**config.mk**
```make
export PLATFORM = sky130hd
export DESIGN_NAME = float_div
export DESIGN_NICKNAME = d
export VERILOG_FILES = /design/src/rtl/float_div.sv
export SDC_FILE = /design/constraint.sdc
export NUM_CORES = 1
export LEC_CHECK = 0
export ABC_AREA = 1
export CORE_UTILIZATION = 25
export CTS_BUF_LIST = sky130_fd_sc_hd__clkbuf_8
export CTS_CLUSTER_SIZE = 12
export DETAILED_ROUTE_END_ITERATION = 16
export PLACE_DENSITY = 0.48
export REMOVE_ABC_BUFFERS = 1
export SETUP_SLACK_MARGIN = 0.4
export SKIP_CTS_REPAIR_TIMING = 1
export SKIP_LAST_GASP = 1
export SYNTH_ARGS = -nofsm -noshare
export SYNTH_HDL_FRONTEND = slang
export SYNTH_SLANG_ARGS = --single-unit
```
**constraint.sdc**
```tcl
create_clock -name clk -period 6.1 [get_ports clk]
set_input_delay 1.83 -clock clk [delete_from_list [all_inputs] [get_ports clk]]
set_output_delay 1.83 -clock clk [all_outputs]
set_load 0.01 [all_outputs]
```
**src/rtl/float_div.sv**
```systemverilog
// Sequential fp16 divider: restoring radix-2 mantissa division, one quotient bit
// per clock, truncating, no denormals, underflow flushes to zero.
module float_div (
  input  logic        clk,
  input  logic        rst_n,
  input  logic        start,
  input  logic [15:0] dividend,
  input  logic [15:0] divisor,
  output logic        busy,
  output logic        done,
  output logic [15:0] quotient,
  output logic        div_by_zero
);

  typedef enum logic [1:0] {IDLE = 2'd0, DIVIDE = 2'd1, NORM = 2'd2} state_t;

  state_t      state_reg, state_next;
  logic [15:0] a_reg, a_next;
  logic [15:0] b_reg, b_next;
  logic [12:0] rem_reg, rem_next;
  logic [11:0] q_reg, q_next;
  logic [3:0]  cnt_reg, cnt_next;
  logic        busy_reg, busy_next;
  logic        done_reg, done_next;
  logic        dbz_reg, dbz_next;
  logic [15:0] quot_reg, quot_next;

  logic [12:0] frac_b;
  logic        rem_ge;
  logic [12:0] rem_sub;
  logic        sign;
  logic        a_zero;
  logic        b_zero;
  logic [6:0]  exp_val;
  logic [9:0]  mant;
  logic        exp_under;
  logic        exp_over;

  assign frac_b  = {2'b00, 1'b1, b_reg[9:0]};
  assign rem_ge  = (rem_reg >= frac_b);
  assign rem_sub = rem_ge ? (rem_reg - frac_b) : rem_reg;
  assign sign    = a_reg[15] ^ b_reg[15];
  assign a_zero  = (a_reg[14:0] == 15'd0);
  assign b_zero  = (b_reg[14:0] == 15'd0);

  // Exponent is computed in 7-bit two's complement; its range is -17..46.
  assign exp_val   = {2'b00, a_reg[14:10]} - {2'b00, b_reg[14:10]}
                   + (q_reg[11] ? 7'd15 : 7'd14);
  assign mant      = q_reg[11] ? q_reg[10:1] : q_reg[9:0];
  assign exp_under = exp_val[6] || (exp_val == 7'd0);
  assign exp_over  = !exp_val[6] && (exp_val >= 7'd31);

  always_comb begin
    state_next = state_reg;
    a_next     = a_reg;
    b_next     = b_reg;
    rem_next   = rem_reg;
    q_next     = q_reg;
    cnt_next   = cnt_reg;
    busy_next  = busy_reg;
    done_next  = 1'b0;
    dbz_next   = dbz_reg;
    quot_next  = quot_reg;
    case (state_reg)
      IDLE: begin
        if (start) begin
          a_next     = dividend;
          b_next     = divisor;
          rem_next   = {2'b00, 1'b1, dividend[9:0]};
          q_next     = 12'd0;
          cnt_next   = 4'd11;
          busy_next  = 1'b1;
          state_next = DIVIDE;
        end
      end
      DIVIDE: begin
        // Quotient bits arrive MSB first, so shifting them in lands bit 11 on top.
        q_next   = {q_reg[10:0], rem_ge};
        rem_next = {rem_sub[11:0], 1'b0};
        cnt_next = cnt_reg - 4'd1;
        if (cnt_reg == 4'd0) begin
          state_next = NORM;
        end
      end
      NORM: begin
        state_next = IDLE;
        busy_next  = 1'b0;
        done_next  = 1'b1;
        dbz_next   = b_zero;
        if (b_zero) begin
          quot_next = {sign, 5'h1F, 10'h000};
        end else if (a_zero || exp_under) begin
          quot_next = 16'h0000;
        end else if (exp_over) begin
          quot_next = {sign, 5'h1F, 10'h000};
        end else begin
          quot_next = {sign, exp_val[4:0], mant};
        end
      end
      default: begin
        state_next = IDLE;
        busy_next  = 1'b0;
      end
    endcase
  end

  always_ff @(posedge clk) begin
    if (!rst_n) begin
      state_reg <= IDLE;
      a_reg     <= 16'h0000;
      b_reg     <= 16'h0000;
      rem_reg   <= 13'd0;
      q_reg     <= 12'd0;
      cnt_reg   <= 4'd0;
      busy_reg  <= 1'b0;
      done_reg  <= 1'b0;
      dbz_reg   <= 1'b0;
      quot_reg  <= 16'h0000;
    end else begin
      state_reg <= state_next;
      a_reg     <= a_next;
      b_reg     <= b_next;
      rem_reg   <= rem_next;
      q_reg     <= q_next;
      cnt_reg   <= cnt_next;
      busy_reg  <= busy_next;
      done_reg  <= done_next;
      dbz_reg   <= dbz_next;
      quot_reg  <= quot_next;
    end
  end

  assign busy        = busy_reg;
  assign done        = done_reg;
  assign quotient    = quot_reg;
  assign div_by_zero = dbz_reg;

endmodule

```
# After elaboration in Yosys (flattened, before gate mapping)

Index checks and enable logic that the tools add are counted.
W data, S select, Z words.

Flip-flop bits (word level): 82
Logic and storage cells: 54
Input bits: 35
Output and inout bits: 19

Equal/unequal tests: 4
Add/sub/neg operators: 4
Bitwise operators: 2
Reductions and logical operators: 14
Order comparisons: 2
Mux-type cells: 18

Operators with widths:

| cell                  | count |
|---|---|
| $mux W16              | 2 |
| $logic_not A15 Y1     | 2 |
| $pmux W13 S2          | 1 |
| $mux W12              | 2 |
| $pmux W12 S2          | 1 |
| $mux W15              | 1 |
| $ge A13 B11 Y1        | 1 |
| $mux W13              | 1 |
| $sub A12 B11 Y12      | 1 |
| $mux W10              | 1 |
| $pmux W4 S2           | 1 |
| $reduce_and A2 Y1     | 4 |
| $add A6 B5 Y7         | 1 |
| $ge A7 B5 Y1 const B  | 1 |
| $logic_not A7 Y1      | 1 |
| $sub A5 B5 Y6         | 1 |
| $logic_not A4 Y1      | 1 |
| $mux W2               | 2 |
| $mux W4               | 1 |
| $ne A2 B2 Y1 const B  | 2 |
| $pmux W2 S2           | 1 |
| $sub A4 B1 Y4 const B | 1 |
| $mux W1               | 3 |
| $eq A2 B1 Y1 const B  | 1 |
| 9 further kinds       | 10 |

# Depth between registers and ports, before layout

Depth in word-level cells: 7
Mapped depth: 17
Gate-level depth less buffers: 17

# Worst setup path after synthesis

Ideal clock, no wire load.

Path kind: input-to-reg
Start point: in start
End point: reg rem_reg[12]
Arrival: 2.782 ns
Slack: 3.260 ns
Data required time: 6.042 ns
Library setup time: 0.058 ns
Stages on the path: 8
Buffers on the path: 1
Cell sequence: nand3_2 -> inv_2 -> nor2_1 -> inv_1 -> nor2_1 -> buf_2 -> nand2_1 -> nand2_1

Longest elaborated chain between the ends: 2

RTL lines:

| what                        | RTL line | source |
|---|---|---|
| start, declared             | 6        | `input logic start,` |
| $ne A2 B2 Y1 (no line)      | --       |  |
| $reduce_and A2 Y1 (no line) | --       |  |
| end signal, assigned        | 123      | `rem_reg <= rem_next;` |
| end, declared               | 20       | `logic [12:0] rem_reg, rem_next;` |

Every way passes these cells.
A chain may end at the register's enable or synchronous reset.

# Worst setup path after layout

Start point: in start
End point: reg q_reg[0]

Longest elaborated chain between the ends: 2

RTL lines:

| what                        | RTL line | source |
|---|---|---|
| $ne A2 B2 Y1 (no line)      | --       |  |
| $reduce_and A2 Y1 (no line) | --       |  |
| end signal, assigned        | 124      | `q_reg <= q_next;` |
| end, declared               | 21       | `logic [11:0] q_reg, q_next;` |

Every way passes these cells.

==> impl_results.md <==
- Status: finished clean
- PD cells: 298.9 nW/µm²
- Worst R2R Path Depth: 16
- Starting Density: 25.70%
- CP endpoint kind: flop
- Pin count of the biggest net entering global routing: between 50 and 60
- Yosys warnings: 0
- Die Span Y: 133.0 µm
- DRT antenna net count: 0
- N_diodes: 0
- Required time worst endpoint: between 6 and 7 ns
- DR iter-0 viols: between 150 and 200
- Die area: between 15,000 and 20,000 µm²
- Worst Path Max Fanout: 19
- Post-synth cell types: 41
- Ratio of cells with drive above 1 in the final layout: ~7.4%
- Design Power: between 1.5 and 2 mW
- Placed cells: 855
- First-pass GRT wire length: roughly 18,000 µm
- Post-DR wirelength/cell: roughly 13 µm
- Setup Skew: 0.01097 ns
- Max-cap viol count: 0
- Xor/xnor share of the synthesized area: about 1.8%
- Max-Slew Margin vs Limit: between 40% and 50%
- Clock Pin Slew Worst Setup and Hold Paths: around 0.080 ns
- Average size of a mapped cell: just over 7 µm²
- Finished Layout Cells: approximately 870
- Adder-cell share of the synthesized area: about 6.5%
- DR DRC count: 0
- Largest cells by area after synthesis: dfxtp_1, nand2_1, a21oi_1
- CTS buffer count: 9
- Simple-Gate Fraction of Synth Area: 27.46%
- Gr usage total: approximately an eighth
- Vias in the first global route: roughly 3,900
- Sequential element share of the synthesized area: 38.25%
- Initial antenna violation count: 0
- Setup tns final: 0 ns
- Worst Hold Path Cells: 2
- I/O pin cnt: 54
- Unrepaired setup endpoints after global routing: no
- Post-synthesis cell count: roughly 600
- Die W: approximately 130 µm
- Max clock buf depth: 2
- Largest family of logic cells by synthesized area: simple AND/OR/NAND/NOR gates
- Period utilization: 63.52%
- Row Count: 47
- Max Slew Vio Count: 0
- CTS tree: built
- HPWL Detailed: around 8200 µm
- CTS root buf: clkbuf_8
- Crit path DAT: ~4.2 ns
- Grt ovf: 0
- DR vias/cell: 4.530
- Synthesized area: about 4300 µm²
- Final Wtd Congestion: roughly 0.82
- Final Hold Viols: 0
- Least-Margin Pin Slew: around 0.88 ns
- CORE AREA: 16,700 µm²
- HP Class: reg2reg
- Final setup vio count: 0
- Synth-to-Final Area Change: 21.43%
- LEAKAGE: about 2.1 nW
- Max Clk Rate: 258.1 MHz
- Critical path launch point type: primary input
- Vias: just under 4,000
- Maximum vdd drop: about 110 µV
- WS Path Type: in2reg
- Skew-Pair Late Insertion Delay: roughly 0.38 ns
- Nets: 702
- First drt pass iteration count: 4
- CTS H-tree lvls: 3
- Top FF cell, synth: dfxtp_1
- Final Util: 31.20%
- Largest area contributor in the netlist: dfxtp_1
- Total wire length: 10,900 µm
- Final Critical Period: between 3 and 4 ns
- Port Buf Inserts: 53
- Post-synth EDFFs: 0
- Post-synth ARST share: 0%
- Compound-Gate Fraction of Synth Area: between 10% and 20%
- Mux contribution to synthesized area: 0%
- Clk sinks: 82
- Yosys reg bits: between 80 and 90
- Yosys top cell area share: 38.25%
layout by cell type (no fill, tap or decap), drive strengths merged:
cell,synthesis,layout
fa,2,2
a211oi,1,1
a21o,1,1
xor2,7,7
a22oi,1,1
o21bai,2,2
nor2,49,49
o22ai,6,6
ha,19,19
nor4,3,3
buf,9,4
a21oi,64,64
a21boi,2,2
o32ai,5,5
a31oi,1,1
nand2,158,158
o21ai,48,48
inv,65,66
a221oi,1,1
dfxtp,82,82
clkbuf,16,9
nor3,3,3
xnor2,2,2
bufinv,0,1
nand4,14,14
clkdlybuf4s50,0,53
nand3,41,41
clkinv,0,5
a311oi,1,1
metal layers:
metal	routed length (µm)	vias to the layer above	global-route usage, %	share of wire, %
li1	-	2078	-	-
met1	5125	1782	15.58	47
met2	5194	67	22.72	48
met3	361	19	2.529	3.3
met4	215	0	5.428	2.0
met5	0	-	0	0
cells by family after synthesis:
logic type	Yosys count
AO/OA/AOI/OAI	133
XOR/XNOR	9
adder cells (fa/ha/maj)	21
buffers and inverters	90
flip-flops	82
AND/OR/NAND/NOR	268
synthesized netlist by cell type, types with 3 or more instances:
cell type	instances
nor4_1	3
inv_1	60
nand4_1	14
o32ai_1	5
clkbuf_1	16
nand2_2	9
nand2_1	148
nor2_4	3
inv_2	5
xor2_1	7
o22ai_1	6
ha_1	19
nand3_2	3
nand3_1	38
dfxtp_1	82
o21ai_0	43
buf_1	3
nor2_1	45
o21ai_1	3
a21oi_1	63
power by group:
part | total (mW) | switching, mW | internal, mW
Combinational | 0.551 | 0.353 | 0.199
Sequential | 0.600 | 0.0254 | 0.575
Clock | 0.406 | 0.214 | 0.192
Total | 1.56 | 0.592 | 0.966
through the flow:
stage	instance area, µm²	hold WS [ns]	setup WS (ns)
2_1_floorplan	4173	0.4269	2.399
3_3_place_gp	5009	0.4524	1.948
3_5_place_dp	5009	0.4557	1.833
4_1_cts	5211	0.4682	2.273
5_1_grt	5211	0.4853	2.049
6_report	5211	0.4672	2.225
final cells by class:
cell class                      instances  area, µm²
Clock buffer                            9      123.9
Clock inverter                          7      78.83
Fill cell                            1835      11490
Inverter                               65      244.0
Multi-Input combinational cell        431       2287
Sequential cell                        82       1642
Tap cell                              220      275.3
Timing Repair Buffer                   57      560.5
critical path, stage by stage:
cell	delay, ns
clkdlybuf4s50_1	0.42
nand3_2	0.09
inv_2	0.15
nor2_1	0.26
inv_1	0.17
nor2_1	0.70
inv_1	0.32
o22ai_1	0.23
final timing paths:
kind,start,endpoint,slack [ns]
setup / recovery,start,q_reg[0],2.23
hold / removal,a_reg[5],a_reg[5],0.47
setup reg to reg,a_reg[10],quotient[6],3.53
hold reg to reg,a_reg[5],a_reg[5],0.47
No activity file was read; power rests on OpenSTA's default activity.
